File: config.mk
export PLATFORM = sky130hd
export DESIGN_NAME = noc_packetizer
export DESIGN_NICKNAME = d
export VERILOG_FILES = /design/src/rtl/noc_packetizer.sv
export SDC_FILE = /design/constraint.sdc
export NUM_CORES = 1
export LEC_CHECK = 0
export CORE_MARGIN = 5
export CORE_UTILIZATION = 40
export CTS_CLUSTER_DIAMETER = 200
export DETAILED_ROUTE_END_ITERATION = 7
export PLACE_DENSITY = 0.66
export SYNTH_ARGS = -nofsm -noshare
export SYNTH_HDL_FRONTEND = slang
export SYNTH_SLANG_ARGS = --single-unit
File: constraint.sdc
create_clock -name clk -period 4.4 [get_ports clk]
set_input_delay 0.88 -clock clk [delete_from_list [all_inputs] [get_ports clk]]
set_output_delay 0.88 -clock clk [all_outputs]
set_load 0.005 [all_outputs]
File: src/rtl/noc_packetizer.sv
// noc_packetizer: turns a core packet request plus payload bytes into header/body flits for the
// local router port, throttled by credits that mirror the free slots of the router's local FIFO.
module noc_packetizer #(
    parameter logic SRC_X   = 1'b0,
    parameter logic SRC_Y   = 1'b0,
    parameter int   CREDITS = 4,
    parameter int   CW      = 3
) (
    input  logic       clk,
    input  logic       rst,
    input  logic       pkt_valid,
    output logic       pkt_ready,
    input  logic [1:0] pkt_dst,
    input  logic [3:0] pkt_len,
    input  logic       dat_valid,
    output logic       dat_ready,
    input  logic [7:0] dat_in,
    output logic [7:0] flit_out,
    output logic       flit_write,
    input  logic       credit_in,
    output logic       pkt_done,
    output logic       busy,
    output logic       credit_err
);
    typedef enum logic [1:0] {IDLE, HEAD, BODY} state_t;
    localparam logic [CW-1:0] FULL = CW'(CREDITS);
    state_t        state;
    logic [1:0]    dst;
    logic [3:0]    len;
    logic [3:0]    remaining;
    logic [CW-1:0] credits;
    logic          has_credit;
    logic          consume;
    assign has_credit = credits != '0;
    assign consume    = has_credit && (state == HEAD || (state == BODY && dat_valid));
    assign pkt_ready  = state == IDLE;
    assign dat_ready  = state == BODY && has_credit;
    assign busy       = state != IDLE;
    always_ff @(posedge clk or posedge rst) begin
        if (rst) begin
            state      <= IDLE;
            dst        <= 2'b00;
            len        <= 4'd0;
            remaining  <= 4'd0;
            credits    <= FULL;
            flit_out   <= 8'h00;
            flit_write <= 1'b0;
            pkt_done   <= 1'b0;
            credit_err <= 1'b0;
        end else begin
            flit_write <= consume;
            pkt_done   <= 1'b0;
            // a returned credit with nothing consumed while already full means the router over-returned
            if (credit_in && !consume) begin
                if (credits == FULL) credit_err <= 1'b1;
                else credits <= credits + CW'(1);
            end else if (consume && !credit_in) begin
                credits <= credits - CW'(1);
            end
            case (state)
                IDLE: if (pkt_valid) begin
                    dst   <= pkt_dst;
                    len   <= pkt_len;
                    state <= HEAD;
                end
                HEAD: if (has_credit) begin
                    flit_out  <= {dst[0], dst[1], SRC_X, SRC_Y, len};
                    remaining <= len;
                    state     <= (len == 4'd0) ? IDLE : BODY;
                    pkt_done  <= len == 4'd0;
                end
                BODY: if (consume) begin
                    flit_out  <= dat_in;
                    remaining <= remaining - 4'd1;
                    state     <= (remaining == 4'd1) ? IDLE : BODY;
                    pkt_done  <= remaining == 4'd1;
                end
                default: state <= IDLE;
            endcase
        end
    end
endmodule

==> impl_metrics.csv <==
group,metric,value,unit
outcome,outcome,"completed",
routing,drt_drc_violations_left,0,
synthesis,dominant_register_cell_in_the_synthesized_netlist,"dfrtp_1",
routing,met1_length,1386,µm
worst_setup_path,endpoint_kind,"output pin",
synthesis,ffs_latches_synth,26,
worst_setup_path,critical_path.cell_chain,"inv_1, ha_1, and2_1, clkdlybuf4s50_1",
worst_hold_path,min_delay_worst_endpoint,"credit_err",
worst_setup_path,cpPeakStageDelay,0.77,ns
power,internal_power,0.8223,mW
synthesis,post_synth.cell_area_avg,10.06,µm²
worst_setup_path,r2r.worst_path.cells,9,
worst_setup_path,kind_of_critical_path,"reg -> out",
routing,post_drt_wl_per_cell,14.41,µm
worst_hold_path,hold_path_cells,1,
global_routing,grt_pass1_vias,1234,
power,static-leakage-power,0.7783,nW
routing,wl_met3,129,µm
power,power.share.clock,15.1,%
routing,detail_route.first_pass.iterations,4,
worst_setup_path,r2r-start,"state[0]",
clock_network,path_clk_slew,0.09,ns
timing,setup_viol_count_final,0,
worst_setup_path,crit_path_max_fanout,25,
worst_setup_path,critPathArrivalTime,2.29,ns
global_routing,global_route.usage.total,13.51,%
synthesis,synth_async_sr_flop_share,100.0,%
clock_network,cts_tree,"yes",
timing,worstMarginPinSlew,1.107,ns
clock_network,post_cts_hold_buffer_count,0,
place,place.port_buffers,32,
synthesis,synth_enable_flop_cells,0,
power,switching_share,37.73,%
synthesis,synth_area,1469,µm²
timing,final_min_period_over_clock_period,71.98,%
routing,ant_nets,0,
clock_network,cts.root.buffer_cell,"clkbuf_8",
timing,worst_hold_slack,0.4813,ns
cells_and_area,final_nets,200,
timing,slew_violations,0,
worst_hold_path,hold_start,"credit_err",
timing,accumulated_negative_setup_slack,0,ns
global_routing,grt_remaining_overflow,0,
routing,dr.first_iter.drc_count,52,
clock_network,cts_repair_resizes,0,
cells_and_area,final_layout_size_suffix_gt1_share,8.671,%
power,seq_power_share,35.4,%
power,cellPowerDensity,705.9,nW/µm²
routing,vias_per_cell,5.448,
routing,vias,1204,
timing,maxClockFrequency,315.7,MHz
timing,hold_violations,0,
worst_setup_path,critical_path.reg2reg.endpoint,"credits[2]",
global_routing,first_pass_grt_wire_length,5499,µm
worst_hold_path,hp-class,"reg -> reg",
floorplan,floorplan.core_area,3606,µm²
routing,totalWireLength,3184,µm
timing,clock_skew,0.002956,ns
job,max_cap_violations,0,
worst_setup_path,regToRegSetupSlack,1.24,ns
worst_setup_path,slowest_stage,"ha_1",
global_routing,grt_antenna_before_repair,0,
global_routing,grt_max_degree,27,
power,ir_worst_vdd,0.0004048,V
floorplan,fp-row-count,22,
clock_network,clock-sinks,26,
clock_network,max-clock-path-buffers,2,
place,hpwl,2329,µm
clock_network,clk-insertion-delay-late,0.27,ns
floorplan,die_width,70.60,µm
power,net-switching-power,0.4982,mW
synthesis,synth.yosys.seq_area_share,44.38,%
synthesis,synth_net_count,172,
clock_network,number_of_setup_buffers_added_after_cts,0,
routing,top_signal_layer_used,"met4",
worst_setup_path,cp.required,3.52,ns
power,portion_of_total_power_attributed_to_combinational_logic,49.4,%
synthesis,synth_cells,146,
floorplan,starting_utilization_of_the_core_area,40.74,%
place,routabilityCongestion,0.7917,
cells_and_area,syn_to_final_growth,27.34,%
floorplan,die_area,4984,µm²
timing,rsz0062_at_grt,"no",
clock_network,cts-buffers-inserted,3,
timing,min_period,3.167,ns
worst_setup_path,startpoint_type,"register",
floorplan,num_io_pins,33,
clock_network,htree_levels,1,
timing,timing.max_slew.rel_slack,26.19,%
floorplan,chipHeight,70.60,µm
synthesis,yosysUniqueCellTypes,42,
synthesis,synth_warnings,0,
cells_and_area,antenna-diode-count,0,
routing,met2_wirelength,1616,µm
## layer usage
| layer | vias to the layer above | GRT usage (%) |
|---|---|---|
| li1 | 580 | - |
| met1 | 595 | 16.65 |
| met2 | 25 | 23.49 |
| met3 | 4 | 2.983 |
| met4 | 0 | 4.384 |
| met5 | - | 0 |
## cell families after synthesis
logic type               share of synthesized area (%)
flip-flops                                       44.38
AND/OR/NAND/NOR                                  13.37
multiplexers                                     9.370
adder cells (fa/ha/maj)                          6.474
buffers and inverters                            6.217
AO/OA/AOI/OAI                                    20.19
## metrics by stage
stage               area, µm²  util, %  setup slack (ns)  total power, mW  cells
floorplan                1469        -             1.719           0.9048    146
global placement         1799    49.90             1.105            1.100    217
detailed placement       1799    49.90             1.008            1.133    217
CTS                      1871    51.87             1.225            1.336    221
global route             1871    51.87             1.025            1.442    221
finish                   1871    51.87             1.233            1.320    221
## power groups by stage
stage	sequential (mW)	clock, mW	combinational (mW)
5_1_grt	0.488	0.215	0.739
6_report	0.468	0.200	0.653
3_5_place_dp	0.474	0	0.659
4_1_cts	0.469	0.205	0.662
3_3_place_gp	0.465	0	0.636
2_1_floorplan	0.433	0	0.472
## how the worst max path moves through the flow
stage / start / to / slack (ns)
after detailed placement: dat_valid / credits[2] / 1.01
after CTS: state[0] / dat_ready / 1.23
final: state[0] / dat_ready / 1.23
after global routing: state[0] / credits[2] / 1.02
after floorplan: dat_valid / credits[2] / 1.72
after global placement: dat_valid / credits[2] / 1.11
## cells in the mapped netlist (2+ instances only)
master,n,share of area (%)
nor3_1,4,1.4
clkbuf_1,4,1.0
o21ai_0,24,8.2
nand2b_1,3,1.3
or3b_2,2,1.2
o32a_1,2,1.4
mux2_2,6,4.6
buf_6,2,1.5
dfrtp_1,25,43
buf_2,3,1.0
nand3_1,3,1.0
a2bb2oi_1,2,1.2
inv_1,9,2.3
nand4_1,2,0.85
a211oi_1,2,1.0
mux2i_1,7,4.8
a21o_1,2,1.0
nor2b_1,3,1.3
nor2_1,6,1.5
nand2_1,7,1.8
o2111ai_1,2,1.2
ha_1,6,5.1
## flip-flops by register name, summed over array words and instances, names as in the netlist
signal,flops
flit_write,1
credits,3
pkt_done,1
flit_out,8
state,2
len,4
dst,2
remaining,4
credit_err,1
## final cells by class
type | count | area (µm²)
clock buffer | 3 | 41.29
clock inverter | 1 | 30.03
fill | 341 | 1735
inverter | 9 | 33.78
multi-input combinational | 101 | 725.7
sequential | 26 | 651.9
tap | 48 | 60.06
timing repair buffer | 33 | 327.8
## layout by cell type (no fill, tap or decap), types with 3 or more instances in the layout
| cell type | Yosys | routed |
|---|---|---|
| nor2b_1 | 3 | 3 |
| clkdlybuf4s50_1 | 0 | 32 |
| ha_1 | 6 | 6 |
| nand2_1 | 7 | 7 |
| mux2_2 | 6 | 6 |
| clkbuf_8 | 0 | 3 |
| nor3_1 | 4 | 4 |
| nand2b_1 | 3 | 3 |
| mux2i_1 | 7 | 7 |
| nand3_1 | 3 | 3 |
| inv_1 | 9 | 9 |
| dfrtp_1 | 25 | 25 |
| nor2_1 | 6 | 6 |
| o21ai_0 | 24 | 24 |
## critical path: cells and delay by family, from the launching register on
kind | cells | cell delay (ns)
adder cells (fa/ha/maj) | 1 | 0.77
flip-flops | 1 | 0.41
AND/OR/NAND/NOR | 1 | 0.23
buffers and inverters | 2 | 0.60
Power figures use the tool's default switching activity.
